$ cat src/rtl/uart_tx_param.sv
// ---------------------------------------------------------------------------
// uart_tx_param
//   Buffered UART transmitter with per-frame runtime configuration.
//   Characters written into a small FIFO are serialised as
//   start / 5..8 data bits (LSB first) / optional parity / 1 or 2 stop bits.
//   The frame format and the bit period are captured from the inputs when a
//   character is popped, so changing them mid-frame only affects later frames.
//
// Ports
//   clk          rising-edge clock
//   rst          synchronous, active-high reset
//   wr_en        write strobe (accepted when not full)
//   wr_data      character to send (bits above the data width are ignored)
//   data_bits    00=5, 01=6, 10=7, 11=8 data bits
//   parity_mode  00/11=none, 01=even, 10=odd
//   stop2        0 = one stop bit, 1 = two stop bits
//   baud_div     bit period in clocks minus one
//   txd          registered serial output, idle high
//   busy         FSM active or FIFO non-empty
//   full         FIFO holds FIFO_DEPTH entries
//   level        FIFO occupancy
//   overflow     one-cycle pulse after a write was dropped
// ---------------------------------------------------------------------------
module uart_tx_param #(
    parameter int DIV_WIDTH  = 16,
    parameter int FIFO_DEPTH = 8
) (
    input  logic                        clk,
    input  logic                        rst,
    input  logic                        wr_en,
    input  logic [7:0]                  wr_data,
    input  logic [1:0]                  data_bits,
    input  logic [1:0]                  parity_mode,
    input  logic                        stop2,
    input  logic [DIV_WIDTH-1:0]        baud_div,
    output logic                        txd,
    output logic                        busy,
    output logic                        full,
    output logic [$clog2(FIFO_DEPTH):0] level,
    output logic                        overflow
);

    localparam int AW = $clog2(FIFO_DEPTH);

    typedef enum logic [2:0] {
        S_IDLE,
        S_START,
        S_DATA,
        S_PARITY,
        S_STOP1,
        S_STOP2
    } state_t;

    // Parity over the active data bits only; odd mode is the inverse of even.
    function automatic logic parity_bit(input logic [7:0] c,
                                        input logic [1:0] db,
                                        input logic [1:0] pm);
        logic [7:0] mask;
        mask = 8'hFF >> (2'd3 - db);
        return (^(c & mask)) ^ pm[1];
    endfunction

    // FIFO
    logic [7:0]    mem_q [FIFO_DEPTH];
    logic [AW-1:0] wptr_q, rptr_q;
    logic [AW:0]   level_q, level_d;
    logic          overflow_q;
    logic          empty, push, pop;

    // Frame state and latched per-frame configuration
    state_t                 state_q, state_d;
    logic [DIV_WIDTH-1:0]   cnt_q, cnt_d;
    logic [2:0]             bit_q, bit_d;
    logic [7:0]             char_q;
    logic [1:0]             db_q, pm_q;
    logic                   s2_q;
    logic [DIV_WIDTH-1:0]   div_q;
    logic                   txd_q, txd_d;
    logic                   tick, last, load, par_en;

    assign empty    = (level_q == '0);
    assign full     = (level_q == (AW+1)'(FIFO_DEPTH));
    assign push     = wr_en && !full;
    assign pop      = load;
    assign level    = level_q;
    assign overflow = overflow_q;
    assign busy     = (state_q != S_IDLE) || !empty;
    assign txd      = txd_q;

    assign tick   = (cnt_q == '0);
    assign par_en = pm_q[0] ^ pm_q[1];

    always_comb begin
        level_d = level_q;
        case ({push, pop})
            2'b10:   level_d = level_q + (AW+1)'(1);
            2'b01:   level_d = level_q - (AW+1)'(1);
            default: level_d = level_q;
        endcase
    end

    always_comb begin
        state_d = state_q;
        bit_d   = bit_q;
        last    = 1'b0;
        load    = 1'b0;
        // Every non-idle state counts down and reloads when its period ends.
        cnt_d   = tick ? div_q : cnt_q - DIV_WIDTH'(1);

        unique case (state_q)
            S_IDLE: begin
                cnt_d = cnt_q;
            end
            S_START: begin
                if (tick) begin
                    state_d = S_DATA;
                    bit_d   = 3'd0;
                end
            end
            S_DATA: begin
                if (tick) begin
                    // Last data bit index is n-1 = 4 + data_bits.
                    if (bit_q == {1'b1, db_q}) begin
                        state_d = par_en ? S_PARITY : S_STOP1;
                    end else begin
                        bit_d = bit_q + 3'd1;
                    end
                end
            end
            S_PARITY: begin
                if (tick) state_d = S_STOP1;
            end
            S_STOP1: begin
                if (tick) begin
                    if (s2_q) state_d = S_STOP2;
                    else      last    = 1'b1;
                end
            end
            S_STOP2: begin
                if (tick) last = 1'b1;
            end
            default: state_d = S_IDLE;
        endcase

        if (last) state_d = S_IDLE;

        // Start a new frame from idle, or chain directly after the last stop bit.
        if ((state_q == S_IDLE || last) && !empty) begin
            load    = 1'b1;
            state_d = S_START;
            cnt_d   = baud_div;
            bit_d   = 3'd0;
        end
    end

    // txd is derived from the next state so the line changes exactly on the
    // edge that enters each bit period.
    always_comb begin
        txd_d = 1'b1;
        unique case (state_d)
            S_START:  txd_d = 1'b0;
            S_DATA:   txd_d = char_q[bit_d];
            S_PARITY: txd_d = parity_bit(char_q, db_q, pm_q);
            default:  txd_d = 1'b1;
        endcase
    end

    always_ff @(posedge clk) begin
        if (rst) begin
            state_q    <= S_IDLE;
            cnt_q      <= '0;
            bit_q      <= '0;
            txd_q      <= 1'b1;
            wptr_q     <= '0;
            rptr_q     <= '0;
            level_q    <= '0;
            overflow_q <= 1'b0;
        end else begin
            state_q    <= state_d;
            cnt_q      <= cnt_d;
            bit_q      <= bit_d;
            txd_q      <= txd_d;
            level_q    <= level_d;
            overflow_q <= wr_en && full;
            if (push) wptr_q <= wptr_q + AW'(1);
            if (pop)  rptr_q <= rptr_q + AW'(1);
        end
    end

    // Storage and latched frame contents need no reset.
    always_ff @(posedge clk) begin
        if (push) mem_q[wptr_q] <= wr_data;
        if (load) begin
            char_q <= mem_q[rptr_q];
            db_q   <= data_bits;
            pm_q   <= parity_mode;
            s2_q   <= stop2;
            div_q  <= baud_div;
        end
    end

endmodule

$ cat config.mk
export PLATFORM = sky130hd
export DESIGN_NAME = uart_tx_param
export DESIGN_NICKNAME = d
export VERILOG_FILES = /design/src/rtl/uart_tx_param.sv
export SDC_FILE = /design/constraint.sdc
export NUM_CORES = 1
export LEC_CHECK = 0
export ABC_AREA = 1
export BUFFER_PORTS_ARGS = -buffer_cell sky130_fd_sc_hd__buf_2
export CAP_MARGIN = 20
export CORE_MARGIN = 3
export CORE_UTILIZATION = 60
export CTS_BUF_LIST = sky130_fd_sc_hd__clkbuf_16
export DETAILED_ROUTE_END_ITERATION = 16
export GPL_TIMING_DRIVEN = 0
export PLACE_DENSITY = 0.77
export SYNTH_ARGS = -nofsm -noshare
export SYNTH_HDL_FRONTEND = slang
export SYNTH_SLANG_ARGS = --single-unit
$ cat constraint.sdc
create_clock -name clk -period 3.5 [get_ports clk]
set_input_delay 0.175 -clock clk [delete_from_list [all_inputs] [get_ports clk]]
set_output_delay 0.175 -clock clk [all_outputs]
set_load 0.005 [all_outputs]
==> results of run 1 <==
state kept, by name, summed over array words and instances (netlist names):
register / cells
mem_q: 64
cnt_q: 16
div_q: 16
char_q: 8
level: 4
bit_q: 3
rptr_q: 3
state_q: 3
wptr_q: 3
db_q: 2
pm_q: 2
overflow: 1
s2_q: 1
txd: 1
worst paths after layout:
path / start / end / slack, ns / cells past startpoint
worst max-delay path: cnt_q[0] / level[2] / 0.34 / 16
worst min-delay path: wr_data[2] / mem_q[1][2] / 0.04 / 1
worst max register to register: cnt_q[0] / level[2] / 0.34 / 16
worst min register to register: cnt_q[14] / cnt_q[14] / 0.52 / 2
layer usage:
metal / GRT usage (%) / wire length (um) / share of wire [%]
met3: 6.37 / 931 / 6.7
met1: 31.9 / 5620 / 41
met4: 10.7 / 285 / 2.1
met2: 44.2 / 6980 / 51
met5: 0 / 0 / 0
metrics by stage:
stage / setup slack (ns) / total power, mW / std cells / hold slack, ns
detailed placement: 0.371 / 4.49 / 797 / 0.354
finish: 0.345 / 6.26 / 851 / 0.0376
global route: 0.127 / 6.65 / 851 / 0.0430
floorplan: 0.827 / 3.86 / 629 / 0.274
global placement: 0.479 / 4.39 / 797 / 0.355
CTS: 0.374 / 6.26 / 851 / 0.0326
kinds of logic (layout without fill, tap and decap cells):
logic type | Yosys count | in the layout
and+or+nand+nor | 274 | 274
DFF | 127 | 127
AOI/OAI and AO/OA | 125 | 125
buffers and inverters | 77 | 170
xor gates and xnor gates | 19 | 19
adders and majority gates | 7 | 7
layout by cell type (no fill, tap or decap), drive strengths merged:
cell type      n
nor3           4
nor2         114
buf           47
o21ai         69
o211ai         9
nand4          8
bufinv         2
a31oi         13
clkbuf        30
nand3b         1
dfxtp         34
nor4           1
clkinv         6
o2111ai        1
inv           62
nand3         34
nand2        108
edfxtp        93
a21oi         24
xnor2          7
clkinvlp       1
o22ai          8
or2            4
xor2          12
o221ai         1
dlygate4sd3   22
ha             7
critical path, stage by stage (launching register included):
cell     delay (ns)
dfxtp_1        0.33
inv_1          0.10
ha_1           0.24
nand2_4        0.12
nor2_2         0.18
nand4_1        0.10
nand2_1        0.11
nand2_4        0.11
inv_2          0.08
buf_4          0.42
ha_1           0.34
xor2_1         0.27
ha_1           0.20
a21oi_1        0.05
xor2_1         0.17
o21ai_0        0.15
inv_1          0.05
power groups by stage:
stage,clock (mW),combinational (mW),sequential (mW)
2_1_floorplan,0,1.64,2.22
6_report,1.74,2.26,2.26
5_1_grt,1.82,2.53,2.30
3_3_place_gp,0,2.12,2.27
4_1_cts,1.75,2.25,2.25
3_5_place_dp,0,2.21,2.28
cell type report:
class                   count  area (um^2)
inverters                  56          210
well taps                 129          161
multi-input cells         425         2130
repair buffers             61          415
flip-flops and latches    127         3470
clock buffers              17          425
fillers                   654         2330
clock inverters            15          159
plain buffers              21          106
==> key figures, run 1 <==
STA
  – Slew @ Worst Pin: around 0.81 ns
  – Setup Skew: between 0.01 and 0.015 ns
  – RSZ-0062 raised after global routing: false
  – Final worst path period share: between 90% and 100%
  – Relative slew slack: 46.1%
  – Pins Over Slew Limit: 0
  – Fin. Hold Viols: 0
  – TNS Setup: 0 ns
  – Final min period: between 3 and 4 ns
  – Final setup violation count: 0
  – Fmax: between 0.3 and 0.4 GHz

Place
  – Dpl cell area: between 6000 and 7000 um^2
  – Routability cong.: 0.861
  – PortBufs: 39
  – Detailed Place HPWL: 9310 um

Clock network
  – CTS Buf Count: 17
  – Clk sink count: around 130
  – CTS Hold Bufs: 22
  – TritonCTS clock tree: done
  – Root Buffer: clkbuf_16
  – Postcts setup bufs: 0
  – Post-CTS sizing: 0
  – CTS H-Tree Depth: 4
  – Clock Path Buffers: 2
  – Reg clk slew, reported paths: ~0.060 ns
  – Clock latency on the worst-skew pair: ~0.41 ns

Final layout
  – Fin area: between 7000 and 8000 um^2
  – Final nets: around 750
  – Share of layout cells above drive strength 1: between 10% and 20%
  – Util after Layout: about three quarters
  – Syn-to-layout area delta: 19.6%
  – # diodes: 0

Floorplan
  – Vert. Die Dim: roughly 110 um
  – Rows: 35
  – Die width: between 100 and 150 um
  – Initial Util: between 60% and 70%
  – I/O pin count: 40
  – Total die area: around 11000 um^2
  – Core ar.: between 9000 and 10000 um^2

Global routing
  – GRT overflow: 0
  – Number of global-route vias before repair: between 4000 and 5000
  – Total track usage: roughly a quarter
  – Global-route wire length before repair: between 20000 and 25000 um
  – Initial antenna violation count: 0
  – Pin count of the biggest net entering global routing: slightly above 40

Synth
  – Sequential cell area fraction in the yosys report: about three fifths
  – Mapped cell area: between 5000 and 6000 um^2
  – Largest family of logic cells by synthesized area: simple AND/OR/NAND/NOR gates
  – Post-synth top area share: between 40% and 50%
  – Avg Cell Area, Syn: 9.41 um^2
  – Post-synth cell types: 36
  – Synthesized flop and latch total: 127
  – Yosys top cell by area: edfxtp_1
  – Multiplexer area fraction after synthesis: 0%
  – Post-Synth XOR/XNOR Area: roughly 2.8%
  – Post-Synth Simple-Gate Area: 20.1%
  – Largest cells by area after synthesis: edfxtp_1 47%, dfxtp_1 11%, nand2_1 6.5%, nor2_1 6.4%, o21ai_0 5.4%
  – Post-Synthesis Cells: about 630
  – Main flop type after synthesis: edfxtp_1
  – Post-synth top cells: 102 x nand2_1, 101 x nor2_1, 93 x edfxtp_1
  – Post-synth ARST share: 0%
  – YS warnings: 0
  – Cell with the most instances after synthesis: nand2_1
  – Number of synthesized flops with an enable pin: between 90 and 100
  – Compound-gate portion of the synthesized area: a little under an eighth
  – Adder-Cell Fraction of Synth Area: under 10%
  – Syn Nets: approximately 670

Setup path
  – Setup CP Type: flip-flop to flip-flop
  – Setup crit start kind: flip-flop
  – Required time worst endpoint: about 3.8 ns
  – CP endpoint kind: flip-flop
  – CP Max Fanout: 40
  – Arr. time, crit path: around 3.5 ns

Routing
  – Final WL: about 14000 um
  – Vias post-DR: between 4000 and 5000
  – DRT Pass-1 Iters: 5
  – Routed length per instance: 16.2 um
  – Vias per cell: 5.67
  – Number of DRC markers in iteration 0: approximately 340
  – Post-route ant nets: 0
  – Remaining DRCs: 0

Pwr
  – P_leak: about 2.9 nW
  – Switching pwr: around 2.4 mW
  – Logic pwr share: a little over a third
  – Pwr dens: between 800 and 900 nW/um^2
  – Sw Share: between 30% and 40%
  – Clock power frac: between 20% and 30%
  – P_int: between 3 and 4 mW
  – Peak VDD IR: approximately 560 uV
  – Sequential share of power: approximately 36%

Run status
  – Status: completed

Run
  – Max cap viols: 0

Min path
  – Hold Crit Class: input port to flip-flop
(Power assumes the default switching activity.)
==> inputs of run 2 (changes only) <==
--- a/config.mk
+++ b/config.mk
@@ -9,11 +9,11 @@
 export BUFFER_PORTS_ARGS = -buffer_cell sky130_fd_sc_hd__buf_2
 export CAP_MARGIN = 20
 export CORE_MARGIN = 3
-export CORE_UTILIZATION = 60
+export CORE_UTILIZATION = 30
 export CTS_BUF_LIST = sky130_fd_sc_hd__clkbuf_16
 export DETAILED_ROUTE_END_ITERATION = 16
 export GPL_TIMING_DRIVEN = 0
-export PLACE_DENSITY = 0.77
+export PLACE_DENSITY = 0.43
 export SYNTH_ARGS = -nofsm -noshare
 export SYNTH_HDL_FRONTEND = slang
 export SYNTH_SLANG_ARGS = --single-unit
==> run 2 against run 1 <==
Final area is 2.6% higher. Final cell count grew 15%. Critical endpoint unchanged. First-iteration DRC count down 36%. Sequential share of layout area fell by 1.2 points. Die area rose by 93%.
==> key figures, run 2 (synthesized netlist as in run 1, its figures left out) <==
Routing
  – Vias per cell: 4.68 (-17%)
  – DRT Pass-1 Iters: 4 (-1)
  – Number of DRC markers in iteration 0: 221 (-36%)
  – Post-route ant nets: 0 (unchanged)
  – Remaining DRCs: 0 (unchanged)
  – Final WL: 15200 um (+10%)
  – Vias post-DR: 4595 (-4.7%)
  – Routed length per instance: 15.5 um (-4.3%)

Final layout
  – # diodes: 0 (unchanged)
  – Biggest register: mem_q
  – Final nets: 747 (-0.13%)
  – Largest register FFs: 64 (unchanged)
  – Share of layout cells above drive strength 1: 14.8% (+0.16 points)
  – Largest registers: mem_q x64, cnt_q x16, div_q x16
  – Most frequent cells in the layout: 102 x nand2_1, 101 x nor2_1, 93 x edfxtp_1
  – Util after Layout: 38.2% (-37 points)
  – Commonest non-fill, non-tap cell in the layout: nand2_1
  – Syn-to-layout area delta: 22.7%

Global routing
  – Global-route wire length before repair: 24700 um (+9.1%)
  – Total track usage: 14.7% (-11 points)
  – Pin count of the biggest net entering global routing: 41 (unchanged)
  – Grt met1 use: 19.5% (-12 points)
  – Met3 GRT Util: 3.76% (-2.6 points)
  – Initial antenna violation count: 0 (unchanged)
  – Number of global-route vias before repair: 4669 (-3.1%)
  – Met2 usage: 23.8% (-20 points)
  – GRT Max-Usage Layer: met2
  – GRT overflow: 0 (unchanged)

Setup path
  – CP Max Fanout: 40 (unchanged)
  – Arr. time, crit path: 3.48 ns (+0.02 ns)
  – Required time worst endpoint: 3.82 ns (about the same)
  – Setup CP Type: flip-flop to flip-flop
  – Setup crit start kind: flip-flop
  – CP endpoint kind: flip-flop

Clock network
  – Clock Path Buffers: 2 (unchanged)
  – Clock latency on the worst-skew pair: 0.42 ns (about the same)
  – Postcts setup bufs: 0 (unchanged)
  – Clk sink count: 127 (unchanged)
  – CTS Buf Count: 17 (unchanged)
  – Root Buffer: clkbuf_16
  – TritonCTS clock tree: done
  – CTS H-Tree Depth: 4 (unchanged)
  – CTS Hold Bufs: 21 (-4.5%)
  – Post-CTS sizing: 0 (unchanged)
  – Reg clk slew, reported paths: 0.06 ns (about the same)

STA
  – Fin. Hold Viols: 0 (unchanged)
  – TNS Setup: 0 ns (unchanged)
  – Fmax: 0.316 GHz (-0.31%)
  – Slew @ Worst Pin: 0.973 ns (+0.167 ns)
  – Final setup violation count: 0 (unchanged)
  – Relative slew slack: 34.9% (-11 points)
  – Final worst path period share: 90.4% (+0.28 points)
  – Final min period: 3.16 ns (+0.00970 ns)
  – Setup Skew: 0.0162 ns (+0.00223 ns)
  – RSZ-0062 raised after global routing: false
  – WHS: 0.0208 ns (-0.0168 ns)
  – Pins Over Slew Limit: 0 (unchanged)

Pwr
  – Logic pwr share: 35.7% (-0.5 points)
  – P_leak: 2.87 nW (+0.29%)
  – Peak VDD IR: 354 uV (-37%)
  – Sequential share of power: 35.3% (-0.8 points)
  – Sw Share: 39.1% (+0.73 points)
  – Switching pwr: 2.50 mW (+3.9%)
  – P_int: 3.89 mW (+0.75%)
  – Pwr dens: 879 nW/um^2 (-0.61%)
  – Clock power frac: 29.0% (+1.3 points)

Floorplan
  – Initial Util: 31.1% (-32 points)
  – Rows: 50 (+43%)
  – Core ar.: 19000 um^2 (+100%)
  – Vert. Die Dim: 146 um (+39%)
  – Die width: 146 um (+39%)
  – I/O pin count: 40 (unchanged)
  – Total die area: 21500 um^2 (+93%)

Min path
  – Hold Crit Class: input port to flip-flop

Place
  – Detailed Place HPWL: 10600 um (+13%)
  – PortBufs: 39 (unchanged)
  – Routability cong.: 0.840 (-2.5%)

Run status
  – Status: completed

Run
  – Max cap viols: 0 (unchanged)
==> run 2: cell types whose count changed in the layout (fill, tap and decap cells not counted), sizes merged <==
cell | before | now
inv | 62 | 66
clkinv | 6 | 3
clkinvlp | 1 | 0
dlygate4sd3 | 22 | 21
==> run 2: power groups by stage <==
stage | clock (mW) | combinational, mW | sequential, mW
after floorplan | 0 | 1.64 | 2.22
after global placement | 0 | 2.27 | 2.29
after detailed placement | 0 | 2.29 | 2.28
after CTS | 1.90 | 2.31 | 2.26
after global routing | 1.96 | 2.61 | 2.29
final | 1.85 | 2.28 | 2.25
==> run 2: area by class of cell <==
class	instances	area, um^2
inverters	56	210
well taps	260	325
plain buffers	21	106
repair buffers	60	405
clock inverters	15	188
flip-flops and latches	127	3470
fillers	1956	11800
clock buffers	17	425
multi-input cells	425	2130
==> run 2: per-stage QoR <==
stage               cells  power, mW  setup WS, ns  instance area (um^2)
floorplan             629       3.86         0.827                  5920
global placement      928       4.55         0.358                  6440
detailed placement    928       4.57         0.318                  6440
CTS                   981       6.46         0.313                  7260
global route          981       6.86       0.00295                  7260
finish                981       6.38         0.335                  7260
==> run 2: path summary, 6_finish.rpt <==
check,from,endpoint,slack [ns],cells after the start
max,cnt_q[0],level[2],0.34,16
min,wr_en,overflow,0.02,3
max reg2reg,cnt_q[0],level[2],0.34,16
min reg2reg,cnt_q[0],cnt_q[0],0.50,2
==> run 2: per-layer routing <==
layer	part of all wire (%)	up-vias	routed length, um
met3	3.5	6	533
met4	0.52	0	79
met2	48	49	7280
met5	0	-	0
li1	-	2319	-
met1	48	2221	7340
==> run 2: critical path, cell delays in order, from the launching register on <==
cell and delay (ns):
dfxtp_1 0.33, inv_1 0.10, ha_1 0.24, nand2_4 0.13, nor2_2 0.17, nand4_1 0.10
nand2_1 0.11, nand2_4 0.11, inv_2 0.08, buf_4 0.46, ha_1 0.33, xor2_1 0.25
ha_1 0.19, a21oi_1 0.05, xor2_1 0.17, o21ai_0 0.17, inv_1 0.05
==> inputs of run 3 (changes only) <==
--- a/config.mk
+++ b/config.mk
@@ -14,6 +14,7 @@
 export DETAILED_ROUTE_END_ITERATION = 16
 export GPL_TIMING_DRIVEN = 0
 export PLACE_DENSITY = 0.43
+export RECOVER_POWER = 50
 export SYNTH_ARGS = -nofsm -noshare
 export SYNTH_HDL_FRONTEND = slang
 export SYNTH_SLANG_ARGS = --single-unit
==> run 3 against run 2 <==
Sequential share of layout area increased by 0.34 points. Wire length about the same. Hold slack got worse by 0.0011 ns. First-iteration DRC count increased by 11%. Sequential power about the same. Largest power group is now sequential cells. Highest routed layer unchanged. Largest cell class unchanged.
==> key figures, run 3 (synthesized netlist as in run 1, its figures left out) <==
Clock network
  – Clock latency on the worst-skew pair: 0.42 ns (about the same)
  – CTS Buf Count: 17 (unchanged)
  – Reg clk slew, reported paths: 0.06 ns (about the same)
  – Clock Path Buffers: 2 (unchanged)
  – TritonCTS clock tree: done
  – Post-CTS sizing: 0 (unchanged)
  – CTS H-Tree Depth: 4 (unchanged)
  – Root Buffer: clkbuf_16
  – Clk sink count: 127 (unchanged)

Setup path
  – CP Cell Sequence: inv_1 > ha_1 > nand2_4 > nor2_2 > nand4_1 > nand2_1 > nand2_4 > inv_2 > buf_4 > ha_1 > xor2_1 > ha_1 > a21oi_1 > xor2_1 > o21ai_0 > inv_1
  – Critical path buffers and inverters: 4 (unchanged)
  – CP endpoint kind: flip-flop
  – Crit-path slowest cell: buf_4
  – Arr. time, crit path: 3.45 ns (-0.03 ns)
  – CP Max Fanout: 40 (unchanged)
  – Required time worst endpoint: 3.82 ns (about the same)
  – Most common cell on crit path: ha_1
  – Setup CP Type: flip-flop to flip-flop
  – Worst path max stage delay: 0.45 ns (about the same)
  – Top delay family on crit path: adder cells
  – Setup crit start kind: flip-flop

Floorplan
  – Die width: 146 um (unchanged)
  – I/O pin count: 40 (unchanged)
  – Rows: 50 (unchanged)
  – Total die area: 21500 um^2 (unchanged)
  – Core ar.: 19000 um^2 (unchanged)
  – Initial Util: 31.1% (unchanged)
  – Vert. Die Dim: 146 um (unchanged)

STA
  – TNS Setup: 0 ns (unchanged)
  – Final worst path period share: 89.5% (-0.97 points)
  – Setup Skew: 0.0128 ns (-0.00335 ns)
  – Slew @ Worst Pin: 0.971 ns (-0.00146 ns)
  – Post-route setup slack: 0.369 ns (+0.0340 ns)
  – Pins Over Slew Limit: 0 (unchanged)
  – Fin. Hold Viols: 0 (unchanged)
  – Final setup violation count: 0 (unchanged)
  – Final min period: 3.13 ns (-0.0340 ns)
  – Fmax: 0.319 GHz (+1.1%)
  – RSZ-0062 raised after global routing: false
  – Relative slew slack: 35.0% (+0.098 points)

Routing
  – Routed length per instance: 15.5 um (about the same)
  – Vias post-DR: 4617 (+0.48%)
  – Final WL: 15200 um (about the same)
  – Remaining DRCs: 0 (unchanged)
  – Number of DRC markers in iteration 0: 245 (+11%)
  – Post-route ant nets: 0 (unchanged)
  – Vias per cell: 4.71 (+0.48%)
  – DRT Pass-1 Iters: 4 (unchanged)

Place
  – Routability cong.: 0.840 (unchanged)
  – Dpl cell area: 6440 um^2 (unchanged)
  – Post-Place Worst Slack: 0.318 ns (unchanged)
  – Detailed Place HPWL: 10600 um (unchanged)
  – PortBufs: 39 (unchanged)
  – Dpl cells: 928 (unchanged)

Final layout
  – Most frequent cells in the layout: 103 x nand2_1, 102 x nor2_1, 93 x edfxtp_1
  – # diodes: 0 (unchanged)
  – Commonest non-fill, non-tap cell in the layout: nand2_1
  – Biggest register: mem_q
  – Util after Layout: 37.9% (-0.27 points)
  – Syn-to-layout area delta: 21.8%
  – Final non-filler cell total: 981 (unchanged)
  – Reg area: 3470 um^2 (unchanged)
  – Share of layout cells above drive strength 1: 10.7% (-4.2 points)
  – Fin area: 7210 um^2 (-0.71%)
  – FILL cells: 1967 (+0.56%)
  – Multi-input combinational cell area: 2120 um^2 (-0.70%)
  – Largest registers: mem_q x64, cnt_q x16, div_q x16
  – Largest register FFs: 64 (unchanged)
  – Final nets: 747 (unchanged)

Global routing
  – Number of global-route vias before repair: 4669 (unchanged)
  – GRT overflow: 0 (unchanged)
  – Total track usage: 14.7% (unchanged)
  – Global-route wire length before repair: 24700 um (unchanged)
  – Pin count of the biggest net entering global routing: 41 (unchanged)
  – Initial antenna violation count: 0 (unchanged)

Pwr
  – Pwr dens: 880 nW/um^2 (+0.17%)
  – P_leak: 2.79 nW (-2.8%)
  – Peak VDD IR: 354 uV (about the same)

Run
  – Max cap viols: 0 (unchanged)

Run status
  – Status: completed

Min path
  – Hold Crit Class: input port to flip-flop
[run 3: layout make-up]
cell class	instances	share of cell area [%]
Buffer	21	1.41
Timing Repair Buffer	60	5.19
Clock inverter	15	2.60
Sequential cell	127	48.2
Tap cell	260	4.51
Multi-Input combinational cell	425	29.3
Inverter	56	2.91
Clock buffer	17	5.90
[run 3: through the flow]
stage          hold WS [ns]  total power [mW]
5_1_grt              0.0213              6.84
3_3_place_gp          0.355              4.55
3_5_place_dp          0.355              4.57
4_1_cts             0.00712              6.46
6_report             0.0197              6.35
2_1_floorplan         0.274              3.86
[run 3: what timing repair did]
action,in CTS,in global routing
hold buffers,21,0
setup buffers,0,0
endpoints found under the hold margin,21,0
setup endpoints to repair,0,0
[run 3: final timing paths]
| kind | start | endpoint | slack, ns | cells after the start |
|---|---|---|---|---|
| worst max-delay path | cnt_q[0] | level[2] | 0.37 | 16 |
| worst min-delay path | wr_en | overflow | 0.02 | 3 |
| worst max register to register | cnt_q[0] | level[2] | 0.37 | 16 |
| worst min register to register | cnt_q[0] | cnt_q[0] | 0.50 | 2 |
[run 3: tightest hold or removal path, delay by kind of cell]
kind	cells	cell delay (ns)
buffers and inverters	1	0.11
AND/OR/NAND/NOR	2	0.11
[run 3: routing by layer]
metal	wire length, um	global-route usage [%]
met3	552	3.76
met4	125	4.09
met2	7210	23.8
met5	0	0
met1	7340	19.5
[run 3: report_power, final]
part           internal, mW  switching (mW)  total, mW
Clock                  1.09           0.761       1.85
Sequential             2.03           0.220       2.25
Combinational         0.748            1.50       2.25
